File: config.mk
export PLATFORM = sky130hd
export DESIGN_NAME = regfile_wb_port_flat
export DESIGN_NICKNAME = d
export VERILOG_FILES = /design/src/rtl/regfile_wb_port_if.sv /design/src/rtl/regfile_wb_port.sv /design/src/flat_wrapper.sv
export SDC_FILE = /design/constraint.sdc
export NUM_CORES = 1
export LEC_CHECK = 0
export BUFFER_PORTS_ARGS = -buffer_cell sky130_fd_sc_hd__buf_2
export CAP_MARGIN = 10
export CORE_MARGIN = 2
export CORE_UTILIZATION = 60
export DETAILED_ROUTE_END_ITERATION = 7
export PLACE_DENSITY = 0.81
export SLEW_MARGIN = 20
export SYNTH_ARGS = -nofsm -noshare
export SYNTH_HDL_FRONTEND = slang
export SYNTH_SLANG_ARGS = --single-unit
File: constraint.sdc
create_clock -name clk -period 6.44 [get_ports clk]
set_clock_uncertainty 0.05 [all_clocks]
set_input_delay 0.644 -clock clk [delete_from_list [all_inputs] [get_ports clk]]
set_output_delay 0.644 -clock clk [all_outputs]
set_load 0.05 [all_outputs]
File: src/rtl/regfile_wb_port_if.sv
// Writeback/decode-side bundle for regfile_wb_port: W-stage commit inputs,
// D-stage read/issue inputs, and the combinational read data / stall results.
interface regfile_wb_port_if #(
  parameter int DATA_W = 16,
  parameter int ADDR_W = 3
);
  logic              RegWriteW;
  logic              MemToRegW;
  logic [DATA_W-1:0] MemReadDataW;
  logic [DATA_W-1:0] alu_resultW;
  logic [ADDR_W-1:0] WriteRegW;
  logic [ADDR_W-1:0] RA1D;
  logic [ADDR_W-1:0] RA2D;
  logic              RE1D;
  logic              RE2D;
  logic [DATA_W-1:0] RD1D;
  logic [DATA_W-1:0] RD2D;
  logic              IssueD;
  logic [ADDR_W-1:0] DestD;
  logic              StallD;
  logic [15:0]       RetireCount;
  logic              ScoreErr;

  modport master (
    output RegWriteW, MemToRegW, MemReadDataW, alu_resultW, WriteRegW,
    output RA1D, RA2D, RE1D, RE2D, IssueD, DestD,
    input  RD1D, RD2D, StallD, RetireCount, ScoreErr
  );

  modport slave (
    input  RegWriteW, MemToRegW, MemReadDataW, alu_resultW, WriteRegW,
    input  RA1D, RA2D, RE1D, RE2D, IssueD, DestD,
    output RD1D, RD2D, StallD, RetireCount, ScoreErr
  );
endinterface

File: src/rtl/regfile_wb_port.sv
// Register file + in-flight write scoreboard at MEM/WB; commits at the edge, reads bypass same cycle.
// StallD is combinational from counts and current W inputs; issues offered while stalled are dropped.
module regfile_wb_port #(
  parameter int DATA_W = 16,
  parameter int ADDR_W = 3,
  parameter int CNT_W  = 2
) (
  input logic           clk,
  input logic           reset,
  regfile_wb_port_if.slave bus
);
  localparam int NREGS = 2 ** ADDR_W;
  localparam logic [CNT_W-1:0] CNT_MAX = '1;

  logic [DATA_W-1:0] regs [NREGS];
  logic [CNT_W-1:0]  cnt  [NREGS];
  logic [15:0]       retireCount;
  logic              scoreErr;

  logic [DATA_W-1:0] resultW;
  logic              wbEn;
  logic              issueEn;
  logic              hazard1;
  logic              hazard2;
  logic [NREGS-1:0]  incVec;
  logic [NREGS-1:0]  decVec;

  function automatic logic [DATA_W-1:0] readPort(
    input logic [ADDR_W-1:0] ra,
    input logic [DATA_W-1:0] arrVal,
    input logic [DATA_W-1:0] res,
    input logic              wb,
    input logic [ADDR_W-1:0] wr
  );
    if (ra == '0)
      return '0;
    else if (wb && (wr == ra))
      return res;
    else
      return arrVal;
  endfunction

  // A single pending write that retires this very cycle is covered by bypass.
  function automatic logic hazard(
    input logic              re,
    input logic [ADDR_W-1:0] ra,
    input logic [CNT_W-1:0]  c,
    input logic              wb,
    input logic [ADDR_W-1:0] wr
  );
    return re && (ra != '0) && (c != '0) &&
           !((c == CNT_W'(1)) && wb && (wr == ra));
  endfunction

  assign resultW = bus.MemToRegW ? bus.MemReadDataW : bus.alu_resultW;
  assign wbEn    = bus.RegWriteW && (bus.WriteRegW != '0);

  assign hazard1 = hazard(bus.RE1D, bus.RA1D, cnt[bus.RA1D], wbEn, bus.WriteRegW);
  assign hazard2 = hazard(bus.RE2D, bus.RA2D, cnt[bus.RA2D], wbEn, bus.WriteRegW);
  assign issueEn = bus.IssueD && !(hazard1 || hazard2) && (bus.DestD != '0);

  assign bus.RD1D        = readPort(bus.RA1D, regs[bus.RA1D], resultW, wbEn, bus.WriteRegW);
  assign bus.RD2D        = readPort(bus.RA2D, regs[bus.RA2D], resultW, wbEn, bus.WriteRegW);
  assign bus.StallD      = hazard1 || hazard2;
  assign bus.RetireCount = retireCount;
  assign bus.ScoreErr    = scoreErr;

  always_comb begin
    incVec = '0;
    decVec = '0;
    if (issueEn)
      incVec[bus.DestD] = 1'b1;
    if (wbEn)
      decVec[bus.WriteRegW] = 1'b1;
  end

  always_ff @(posedge clk or negedge reset) begin
    if (!reset) begin
      for (int r = 0; r < NREGS; r++) begin
        regs[r] <= '0;
        cnt[r]  <= '0;
      end
      retireCount <= '0;
      scoreErr    <= 1'b0;
    end else begin
      if (wbEn) begin
        regs[bus.WriteRegW] <= resultW;
        retireCount         <= retireCount + 16'd1;
      end
      // Simultaneous issue and retire of one register cancel out.
      for (int r = 1; r < NREGS; r++) begin
        if (incVec[r] && !decVec[r]) begin
          if (cnt[r] == CNT_MAX)
            scoreErr <= 1'b1;
          else
            cnt[r] <= cnt[r] + 1'b1;
        end else if (decVec[r] && !incVec[r]) begin
          if (cnt[r] == '0)
            scoreErr <= 1'b1;
          else
            cnt[r] <= cnt[r] - 1'b1;
        end
      end
    end
  end
endmodule

File: src/flat_wrapper.sv
// flat-port wrapper written by rule: the top's interface ports become plain ports
module regfile_wb_port_flat 
#(
  parameter int DATA_W = 16,
  parameter int ADDR_W = 3,
  parameter int CNT_W  = 2
)
  (clk, reset, bus_RegWriteW, bus_MemToRegW, bus_MemReadDataW, bus_alu_resultW, bus_WriteRegW, bus_RA1D, bus_RA2D, bus_RE1D, bus_RE2D, bus_IssueD, bus_DestD, bus_RD1D, bus_RD2D, bus_StallD, bus_RetireCount, bus_ScoreErr);
  regfile_wb_port_if #(.DATA_W(DATA_W), .ADDR_W(ADDR_W)) bus_i ();
  input logic clk;
  input logic reset;
  input wire logic [$bits(bus_i.RegWriteW)-1:0] bus_RegWriteW;
  input wire logic [$bits(bus_i.MemToRegW)-1:0] bus_MemToRegW;
  input wire logic [$bits(bus_i.MemReadDataW)-1:0] bus_MemReadDataW;
  input wire logic [$bits(bus_i.alu_resultW)-1:0] bus_alu_resultW;
  input wire logic [$bits(bus_i.WriteRegW)-1:0] bus_WriteRegW;
  input wire logic [$bits(bus_i.RA1D)-1:0] bus_RA1D;
  input wire logic [$bits(bus_i.RA2D)-1:0] bus_RA2D;
  input wire logic [$bits(bus_i.RE1D)-1:0] bus_RE1D;
  input wire logic [$bits(bus_i.RE2D)-1:0] bus_RE2D;
  input wire logic [$bits(bus_i.IssueD)-1:0] bus_IssueD;
  input wire logic [$bits(bus_i.DestD)-1:0] bus_DestD;
  output wire logic [$bits(bus_i.RD1D)-1:0] bus_RD1D;
  output wire logic [$bits(bus_i.RD2D)-1:0] bus_RD2D;
  output wire logic [$bits(bus_i.StallD)-1:0] bus_StallD;
  output wire logic [$bits(bus_i.RetireCount)-1:0] bus_RetireCount;
  output wire logic [$bits(bus_i.ScoreErr)-1:0] bus_ScoreErr;
  assign bus_i.RegWriteW = bus_RegWriteW;
  assign bus_i.MemToRegW = bus_MemToRegW;
  assign bus_i.MemReadDataW = bus_MemReadDataW;
  assign bus_i.alu_resultW = bus_alu_resultW;
  assign bus_i.WriteRegW = bus_WriteRegW;
  assign bus_i.RA1D = bus_RA1D;
  assign bus_i.RA2D = bus_RA2D;
  assign bus_i.RE1D = bus_RE1D;
  assign bus_i.RE2D = bus_RE2D;
  assign bus_i.IssueD = bus_IssueD;
  assign bus_i.DestD = bus_DestD;
  assign bus_RD1D = bus_i.RD1D;
  assign bus_RD2D = bus_i.RD2D;
  assign bus_StallD = bus_i.StallD;
  assign bus_RetireCount = bus_i.RetireCount;
  assign bus_ScoreErr = bus_i.ScoreErr;
  regfile_wb_port #(.DATA_W(DATA_W), .ADDR_W(ADDR_W), .CNT_W(CNT_W)) u_core (.clk(clk), .reset(reset), .bus(bus_i));
endmodule
==> flow_summary.yaml, run 1 <==
status:
  status: "complete, no violations"
yosys:
  synthDominantCellAreaShare_pct: 44.0
  synth-seq-cells: 159
  synth_ff_type: "dfrtp_1"
  yosys.area.top_type: "dfrtp_1"
  synthCells: 872
  ys_async_sr_fraction_pct: 100
  ys_types: 63
  ys_seq_area_share_pct: 44.0
  synth_edf_count: 0
  avgSynthCellArea_sq_um: 10.4
  yosysWarningCount: 2
  synth_area_sq_um: 9050
  synthTopCellsByArea: "dfrtp_1 (44%), mux4_2 (16%), nor2_1 (6.0%)"
  synthesis.nets: 924
sta:
  fin_tns_setup_ps: 0
  whs_ps: 230
  worst_pin_slew_ps: 1030
  timing.final.crit_share_pct: 63.0
  fmax_mhz: 246
  maxSlewHeadroom_pct: 31.4
  grt_setup_unrepaired: "false"
  drv_slew: 0
  finalHoldViolCount: 0
  min_period_ps: 4060
  setup-violations-final: 0
routing:
  drtIter0Drc: 687
  num_vias: 7228
  drc: 0
  drtAntennaViolNets: 0
  wirelength_microns: 22900
  viasPerCell: 6.45
  dr.pass1.iters: 6
  wire_per_inst_microns: 20.4
die:
  io_pins: 101
  dieArea_sq_um: 16100
  start_util_pct: 61.8
  fp.dieH_microns: 127
  die_w_microns: 127
  rows: 44
  core_sq_um: 14600
cells_and_area:
  drive_gt1_share_pct: 27.7
  fin_nets: 977
  postLayoutCellArea_sq_um: 10100
  area_growth_pct: 12.1
  final_util_pct: 69.3
  antennaDiodeCount: 0
pwr:
  netSwitchingFraction_pct: 36.0
  switchingPower_mw: 1.24
  p_leak_nw: 4.40
  power_frac_comb_pct: 30.5
  p_int_mw: 2.21
  p_seq_share_pct: 40.5
  vdd_drop_max_mv: 0.223
  clkPwrFrac_pct: 29.0
  powerDensity_nw_per_um2: 341
clock_network:
  cts_sinks: 159
  clock_latency_ps: 430
  cts_post_setup_buffers_inserted: 0
  cts_tree: "yes"
  numCtsBuffers: 17
  ctsHoldBuffers: 0
  cts-root-buf: "clkbuf_16"
  cts_buffer_depth: 2
  post_cts_resize_count: 0
  h-tree-depth: 4
  clk_pin_slew_ps: 60
worst_hold_path:
  hold_class: "in -> async"
worst_setup_path:
  path_common_cell: "buf_2"
  path_cells: "buf_2 > xnor2_1 > nand4_4 > nand4_1 > a311o_1 > nand2_2 > buf_2"
  slowest_stage: "buf_2"
  timing.reg2reg.setup_slack_ps: 3600
  cp_data_arrival_time_ps: 3360
  cp-end-kind: "primary output"
  critPathLaunchType: "input pin"
  reg2reg_from: "u_core.cnt[8]$_DFFE_PN0P_"
  crit_path_max_incr_delay_ps: 770
  required_ps: 5750
  rr_worst_depth: 7
  cp_max_fo: 40
  r2r_end: "u_core.cnt[0]$_DFFE_PN0P_"
  critical_path_class: "in -> out"
flow_run:
  maxCapViolCount: 0
global_route:
  grtUsageTotal_pct: 29.5
  overflow: 0
  antenna_found_initial: 0
  grt_pass1_vias: 7081
  grt_pass1_wl_microns: 36900
  grt_max_degree: 99
placed_design:
  hpwlAfterDp_microns: 14100
  portBuffers: 100
  place_area_sq_um: 9570
  place.gp.congestion: 0.857
-- layout make-up --
cell class | count | area (sq um)
clock buffers | 21 | 470
flip-flops and latches | 159 | 3980
repair buffers | 113 | 604
inverters | 7 | 26.3
clock inverters | 9 | 110
multi-input cells | 627 | 4730
fillers | 1058 | 4500
well taps | 184 | 230
-- how the worst max path moves through the flow --
stage                   from            to  slack, ps  cells past startpoint
2_1_floorplan  bus_MemToRegW  bus_RD1D[15]       3180                      6
3_3_place_gp     bus_RA1D[1]    bus_StallD       2510                      7
3_5_place_dp     bus_RA1D[1]    bus_StallD       2470                      7
4_1_cts          bus_RA1D[1]    bus_StallD       2440                      7
5_1_grt          bus_RA1D[1]    bus_StallD       2200                      7
6_report         bus_RA1D[1]    bus_StallD       2380                      7
-- cells in the mapped netlist, types with 4 or more instances --
cell type and count:
dfrtp_1 159, mux2_2 35, buf_6 4, nor2_1 145
inv_1 7, o311ai_1 4, xor2_1 5, nand4_1 10
mux2_1 4, xnor2_1 16, nor2b_1 4, nor3b_1 5
mux4_2 66, buf_2 13, nand3_1 9, o21ai_0 55
mux2i_1 19, clkbuf_1 59, o21ai_1 5, o31ai_1 4
a21oi_1 104, nor3_1 5, nand2_1 73
-- layout by cell type, fill, tap and decap left out, types with 2 or more instances in the layout --
| cell type | synthesis | final |
|---|---|---|
| a21oi_1 | 104 | 104 |
| a22oi_1 | 3 | 3 |
| a311o_1 | 2 | 2 |
| and2_1 | 3 | 3 |
| and3_1 | 3 | 3 |
| and3b_1 | 2 | 2 |
| buf_2 | 13 | 99 |
| buf_4 | 1 | 13 |
| bufinv_16 | 0 | 2 |
| clkbuf_16 | 0 | 17 |
| clkbuf_8 | 0 | 3 |
| clkinv_2 | 0 | 2 |
| clkinvlp_4 | 0 | 3 |
| dfrtp_1 | 159 | 159 |
| inv_1 | 7 | 7 |
| mux2_1 | 4 | 4 |
| mux2_2 | 35 | 35 |
| mux2i_1 | 19 | 19 |
| mux4_2 | 66 | 66 |
| nand2_1 | 73 | 73 |
| nand2b_1 | 2 | 2 |
| nand3_1 | 9 | 9 |
| nand3b_1 | 3 | 3 |
| nand4_1 | 10 | 10 |
| nand4b_1 | 2 | 2 |
| nor2_1 | 145 | 145 |
| nor2b_1 | 4 | 4 |
| nor3_1 | 5 | 4 |
| nor3_2 | 3 | 4 |
| nor3b_1 | 5 | 4 |
| o211ai_1 | 3 | 3 |
| o21ai_0 | 55 | 55 |
| o21ai_1 | 5 | 5 |
| o21bai_1 | 2 | 2 |
| o22ai_1 | 3 | 3 |
| o311ai_1 | 4 | 4 |
| o31ai_1 | 4 | 4 |
| or3_1 | 3 | 3 |
| xnor2_1 | 16 | 16 |
| xor2_1 | 5 | 5 |
-- power groups by stage --
| stage | clock network, mW | logic (mW) | registers [mW] |
|---|---|---|---|
| floorplan | 0 | 0.757 | 1.42 |
| global placement | 0 | 1.02 | 1.39 |
| detailed placement | 0 | 1.05 | 1.40 |
| CTS | 1.00 | 1.06 | 1.39 |
| global route | 1.05 | 1.14 | 1.43 |
| finish | 1.00 | 1.06 | 1.40 |
-- registers in the layout, indices dropped and copies added (netlist names) --
register / cells
u_core.bus.ScoreErr: 1
u_core.cnt: 14
u_core.regs: 128
u_core.bus.RetireCount: 16
-- critical path, delay by kind of cell --
family                    cells  cell delay [ps]
AOI/OAI and AO/OA             1              410
buffers and inverters         2             1120
xor gates and xnor gates      1              240
and+or+nand+nor               3              940
-- per-layer routing --
| metal | part of all wire (%) | track usage (%) |
|---|---|---|
| met5 | 0 | 0 |
| met4 | 2.2 | 11.6 |
| met3 | 6.7 | 4.93 |
| met2 | 50 | 47.8 |
| met1 | 42 | 40.3 |
-- cells by family (layout without fill, tap and decap cells) --
group                    after synthesis  in the layout  synth area share (%)
XOR/XNOR                              21             21                  2.03
multiplexers                         125            125                  23.5
adder cells (fa/ha/maj)                1              1                 0.138
buffers and inverters                 86            150                  4.12
AND/OR/NAND/NOR                      284            284                  14.2
AO/OA/AOI/OAI                        196            196                  12.1
flip-flops                           159            159                  44.0
-- per-stage QoR --
stage	power, mW	cells	worst slack, ps
6_report	3.46	1120	2380
5_1_grt	3.62	1120	2200
4_1_cts	3.45	1120	2440
3_5_place_dp	2.45	1090	2470
3_3_place_gp	2.40	1090	2510
2_1_floorplan	2.17	872	3180
Power figures use the tool's default switching activity.
==> run 2, diff against run 1 <==
--- a/config.mk
+++ b/config.mk
@@ -8,9 +8,9 @@
 export BUFFER_PORTS_ARGS = -buffer_cell sky130_fd_sc_hd__buf_2
 export CAP_MARGIN = 10
 export CORE_MARGIN = 2
-export CORE_UTILIZATION = 60
+export CORE_UTILIZATION = 59
 export DETAILED_ROUTE_END_ITERATION = 7
-export PLACE_DENSITY = 0.81
+export PLACE_DENSITY = 0.8
 export SLEW_MARGIN = 20
 export SYNTH_ARGS = -nofsm -noshare
 export SYNTH_HDL_FRONTEND = slang
==> constraint.sdc (replaced) <==
create_clock -name clk -period 4.2 [get_ports clk]
set_clock_uncertainty 0.05 [all_clocks]
set_input_delay 0.42 -clock clk [delete_from_list [all_inputs] [get_ports clk]]
set_output_delay 0.42 -clock clk [all_outputs]
set_load 0.05 [all_outputs]
==> flow_summary.yaml, run 2 (synthesis gave the netlist of run 1 again) <==
status:
  status: "complete, no violations"
placed_design:
  place.gp.congestion: 0.854
  dp.cells: 1103
  portBuffers: 100
  place_area_sq_um: 9640
  place_ws_ps: 935
  hpwlAfterDp_microns: 14600
worst_setup_path:
  critical_path_class: "in -> out"
  critPathLaunchType: "input pin"
  cp-end-kind: "primary output"
  required_ps: 3730
  cp_data_arrival_time_ps: 2570
  cp_max_fo: 20
sta:
  fin_tns_setup_ps: 0
  timing.final.crit_share_pct: 72.4
  finalHoldViolCount: 0
  whs_ps: 44.6
  setup_ws_ps: 1160
  fmax_mhz: 329
  min_period_ps: 3040
  grt_setup_unrepaired: "false"
  drv_slew: 0
  worst_pin_slew_ps: 941
  maxSlewHeadroom_pct: 37.2
  setup-violations-final: 0
routing:
  viasPerCell: 6.31
  drtIter0Drc: 728
  wirelength_microns: 23100
  dr.pass1.iters: 5
  num_vias: 7166
  drc: 0
  drtAntennaViolNets: 0
  wire_per_inst_microns: 20.4
die:
  start_util_pct: 60.0
  rows: 45
  io_pins: 101
  fp.dieH_microns: 128
  dieArea_sq_um: 16300
  core_sq_um: 15100
  die_w_microns: 128
cells_and_area:
  regMostFlops: "u_core.regs"
  antennaDiodeCount: 0
  multi_input_area_sq_um: 4730
  postLayoutCellArea_sq_um: 10200
  drive_gt1_share_pct: 28.5
  fin_nets: 986
  fin_cells: 1135
  fillCellCount: 1122
  area_growth_pct: 12.9
  final_util_pct: 67.7
  largest_register_ffs: 128
  regArea_sq_um: 3980
  mostFrequentLayoutCells: "dfrtp_1 (159), nor2_1 (145), a21oi_1 (104)"
  final_common_cell: "dfrtp_1"
worst_hold_path:
  hold_class: "in -> async"
global_route:
  grtUsageTotal_pct: 29.8
  overflow: 0
  grt_max_degree: 103
  grt_pass1_vias: 7167
  grt_pass1_wl_microns: 37300
  antenna_found_initial: 0
pwr:
  p_leak_nw: 4.45
  powerDensity_nw_per_um2: 519
  power.total_mw: 5.30
  vdd_drop_max_mv: 0.345
clock_network:
  ctsHoldBuffers: 0
  numCtsBuffers: 17
  clock_latency_ps: 420
  cts_tree: "yes"
  cts_post_setup_buffers_inserted: 0
  clk_pin_slew_ps: 60
  post_cts_resize_count: 0
  cts_sinks: 159
  h-tree-depth: 4
  cts-root-buf: "clkbuf_16"
  cts_buffer_depth: 2
flow_run:
  maxCapViolCount: 0
==> run 2: final cells by class <==
class                           count  area share [%]
Clock buffer                       19            4.33
Timing Repair Buffer              122            6.58
Sequential cell                   159            38.9
Multi-Input combinational cell    627            46.2
Inverter                            7           0.257
Tap cell                          188            2.30
Clock inverter                     13            1.35
==> run 2: metal layers <==
metal	vias to the layer above	track usage [%]	wire, microns
met5	-	0	0
met2	297	48.7	11500
li1	3255	-	-
met1	3554	39.4	9480
met4	0	13.1	700
met3	60	5.47	1420
==> run 2: worst paths after layout <==
path	slack [ps]	startpoint	depth (start not counted)	to
worst max-delay path	1160	bus_RA2D[0]	7	bus_RD2D[11]
worst min-delay path	40	reset	1	u_core.cnt[4]$_DFFE_PN0P_
worst max register to register	1360	u_core.cnt[8]$_DFFE_PN0P_	8	u_core.cnt[6]$_DFFE_PN0P_
worst min register to register	350	u_core.regs[125]$_DFFE_PN0P_	0	u_core.regs[125]$_DFFE_PN0P_
max in group asynchronous	3080	reset	2	u_core.regs[70]$_DFFE_PN0P_
min in group clk	350	u_core.regs[125]$_DFFE_PN0P_	0	u_core.regs[125]$_DFFE_PN0P_
==> run 2: report_power, final <==
part / switching (mW) / internal, mW / total [mW]
logic: 0.981 / 0.653 / 1.63
clock network: 0.634 / 0.894 / 1.53
registers: 0.311 / 1.83 / 2.14
==> run 2: critical path, cell delays in order <==
cell	delay, ps
buf_2	350
buf_4	460
mux4_2	600
mux2_2	280
a21oi_1	180
nor2_1	50
buf_2	210
==> run 3, diff against run 2 <==
--- a/config.mk
+++ b/config.mk
@@ -5,12 +5,13 @@
 export SDC_FILE = /design/constraint.sdc
 export NUM_CORES = 1
 export LEC_CHECK = 0
+export ABC_AREA = 1
 export BUFFER_PORTS_ARGS = -buffer_cell sky130_fd_sc_hd__buf_2
 export CAP_MARGIN = 10
 export CORE_MARGIN = 2
-export CORE_UTILIZATION = 59
+export CORE_UTILIZATION = 54
 export DETAILED_ROUTE_END_ITERATION = 7
-export PLACE_DENSITY = 0.8
+export PLACE_DENSITY = 0.77
 export SLEW_MARGIN = 20
 export SYNTH_ARGS = -nofsm -noshare
 export SYNTH_HDL_FRONTEND = slang
==> constraint.sdc (replaced) <==
create_clock -name clk -period 2.6 [get_ports clk]
set_clock_uncertainty 0.05 [all_clocks]
set_input_delay 0.26 -clock clk [delete_from_list [all_inputs] [get_ports clk]]
set_output_delay 0.26 -clock clk [all_outputs]
set_load 0.05 [all_outputs]
==> flow_summary.yaml, run 3 <==
status:
  status: "complete, no violations"
cells_and_area:
  antennaDiodeCount: 0
  regMostFlops: "u_core.regs"
  fillCellCount: 1482
  final_common_cell: "nand2_1"
  mostFrequentLayoutCells: "nand2_1 (283), o21ai_0 (209), dfrtp_1 (159)"
  area_growth_pct: 16.9
  fin_nets: 1422
  fin_cells: 1605
  drive_gt1_share_pct: 17.4
  largest_register_ffs: 128
  postLayoutCellArea_sq_um: 11100
routing:
  top_layer: "met4"
  wire_per_inst_microns: 19.1
  dr.pass1.iters: 7
  wl_met3_microns: 3570
  met2_length_microns: 13800
  drtAntennaViolNets: 0
  viasPerCell: 6.12
  drtIter0Drc: 1226
  drt-met1-wl_microns: 12400
  wirelength_microns: 30600
  drc: 0
  num_vias: 9827
die:
  io_pins: 101
  rows: 48
  start_util_pct: 54.9
  core_sq_um: 17200
  fp.dieH_microns: 136
  die_w_microns: 136
  dieArea_sq_um: 18600
sta:
  grt_setup_unrepaired: "false"
  fin_tns_setup_ps: 0
  timing.final.crit_share_pct: 92.6
  setup-violations-final: 0
  setup_ws_ps: 192
  finalHoldViolCount: 0
  worst_pin_slew_ps: 887
  maxSlewHeadroom_pct: 40.3
  min_period_ps: 2410
  fmax_mhz: 415
  drv_slew: 0
worst_setup_path:
  critical_path_class: "in -> out"
  crit_path_max_incr_delay_ps: 350
  r2r_end: "u_core.cnt[0]$_DFFE_PN0P_"
  cp_data_arrival_time_ps: 2100
  cp-end-kind: "primary output"
  crit_buf_inv: 4
  crit_family: "buffers and inverters"
  slowest_stage: "a311oi_2"
  critPathLaunchType: "input pin"
  rr_worst_depth: 14
  cp_max_fo: 32
  required_ps: 2290
  reg2reg_from: "u_core.cnt[5]$_DFFE_PN0P_"
  path_cells: "buf_2 > inv_2 > nand2_1 > nand2_1 > nor2_1 > nand3_2 > buf_12 > nor2_1 > a311oi_2 > buf_2"
  timing.reg2reg.setup_slack_ps: 520
yosys:
  synthAdderAreaFrac_pct: 0.132
  synth_top_family_by_area: "compound AO/OA/AOI/OAI gates"
  synth-simple-area-share_pct: 21.8
  synth_common_cells: "nand2_1 (283), o21ai_0 (209), dfrtp_1 (159)"
  synthTopCellsByArea: "dfrtp_1 (42%), nand2_1 (11%), o21ai_0 (11%)"
  ys_async_sr_fraction_pct: 100
  synthesis.nets: 1362
  synthDominantCellAreaShare_pct: 42.0
  yosys.area.top_type: "dfrtp_1"
  ys_seq_area_share_pct: 42.0
  synth_edf_count: 0
  synth_area_sq_um: 9460
  yosys.area_share.xor_xnor_pct: 1.30
  synth_ff_type: "dfrtp_1"
  synth_most_common_cell: "nand2_1"
  synth-compound-area-share_pct: 22.9
  yosysWarningCount: 2
  synth-seq-cells: 159
  synthCells: 1310
  ys_types: 32
  synth.mux.area_fraction_pct: 2.02
  avgSynthCellArea_sq_um: 7.22
pwr:
  vdd_drop_max_mv: 0.618
  p_leak_nw: 5.26
  power.total_mw: 8.40
  powerDensity_nw_per_um2: 759
clock_network:
  clk_pin_slew_ps: 60
  clock_latency_ps: 440
  cts_buffer_depth: 2
  cts-root-buf: "clkbuf_16"
  cts_tree: "yes"
  post_cts_resize_count: 0
  cts_post_setup_buffers_inserted: 0
  numCtsBuffers: 17
  cts_sinks: 159
  h-tree-depth: 4
placed_design:
  place.gp.congestion: 0.913
  hpwlAfterDp_microns: 20100
  portBuffers: 100
  place_ws_ps: 245
  dp.cells: 1575
  place_area_sq_um: 10400
worst_hold_path:
  min_to: "u_core.bus.RetireCount[0]$_DFFE_PN0P_"
  min_from: "bus_RegWriteW"
  whs_path_depth: 4
  hold_class: "in -> reg"
global_route:
  grt_max_degree: 64
  antenna_found_initial: 0
  grtUsageTotal_pct: 33.6
  overflow: 0
  grt_pass1_vias: 9132
  grt_pass1_wl_microns: 48000
flow_run:
  maxCapViolCount: 0
## run 3: cell types whose count changed after synthesis, sizes merged, moves of 15 or more
cell    change
o21ai     +149
a21oi      +38
a311oi     +32
mux2       -23
nor2       -81
mux2i      -19
nand3      +92
mux4       -66
nand2     +212
clkbuf     +15
inv       +133
## run 3: cells by family (layout without fill, tap and decap cells)
kind of cell	Yosys count	count (layout)
compound gates	400	400
xor+xnor	14	14
fa+ha+maj	1	1
buf+inv	241	311
flops	159	159
mux	17	17
simple gates	478	478
## run 3: power by group
| part | switching, mW | internal [mW] |
|---|---|---|
| Clock | 1.06 | 1.64 |
| Combinational | 1.72 | 0.717 |
| Sequential | 0.313 | 2.95 |
## run 3: timing repair
item,4_1_cts,5_1_grt
endpoints found under the hold margin,61,0
hold buffers,1,0
setup endpoints to repair,0,0
## run 3: worst reg2reg max path, cell delays in order (launching register included)
cell and delay, ps:
dfrtp_1 450, inv_1 140, nand2_1 60, nand3_1 80, nand2_1 60, nand2_1 50, nand2_1 50, inv_1 40
nand2_1 80, nand2_4 120, nand2_4 80, nor2_8 210, nand3_1 170, o211ai_1 210, nand2_1 80
## run 3: how the worst max path moves through the flow
stage,from,endpoint,slack (ps),depth (start not counted)
2_1_floorplan,bus_RA2D[0],bus_RD2D[10],120,8
3_3_place_gp,bus_RA1D[2],u_core.bus.ScoreErr$_DFF_PN0_,320,14
3_5_place_dp,bus_RA1D[2],u_core.bus.ScoreErr$_DFF_PN0_,250,14
4_1_cts,bus_RA2D[1],bus_RD2D[9],260,10
5_1_grt,bus_RA2D[1],bus_RD2D[9],180,10
6_report,bus_RA2D[1],bus_RD2D[9],190,10
## run 3: cell type report
class / instances / area (sq um) / area share, %
Clock buffer: 19 / 453 / 4.09
Tap cell: 225 / 282 / 2.54
Sequential cell: 159 / 3980 / 36.0
Clock inverter: 10 / 161 / 1.46
Inverter: 143 / 537 / 4.85
Multi-Input combinational cell: 910 / 4770 / 43.1
Timing Repair Buffer: 139 / 880 / 7.95
## run 3: layer usage
metal,GRT usage [%],up-vias
li1,-,4496
met4,12.0,0
met2,52.9,660
met5,0,-
met1,45.1,4598
met3,8.58,73
## run 3: metrics by stage
step           util, %  hold WS (ps)
6_report          64.2           252
5_1_grt           64.2           259
4_1_cts           64.2           243
3_5_place_dp      60.6           250
3_3_place_gp      60.6           250
2_1_floorplan        -         -85.6
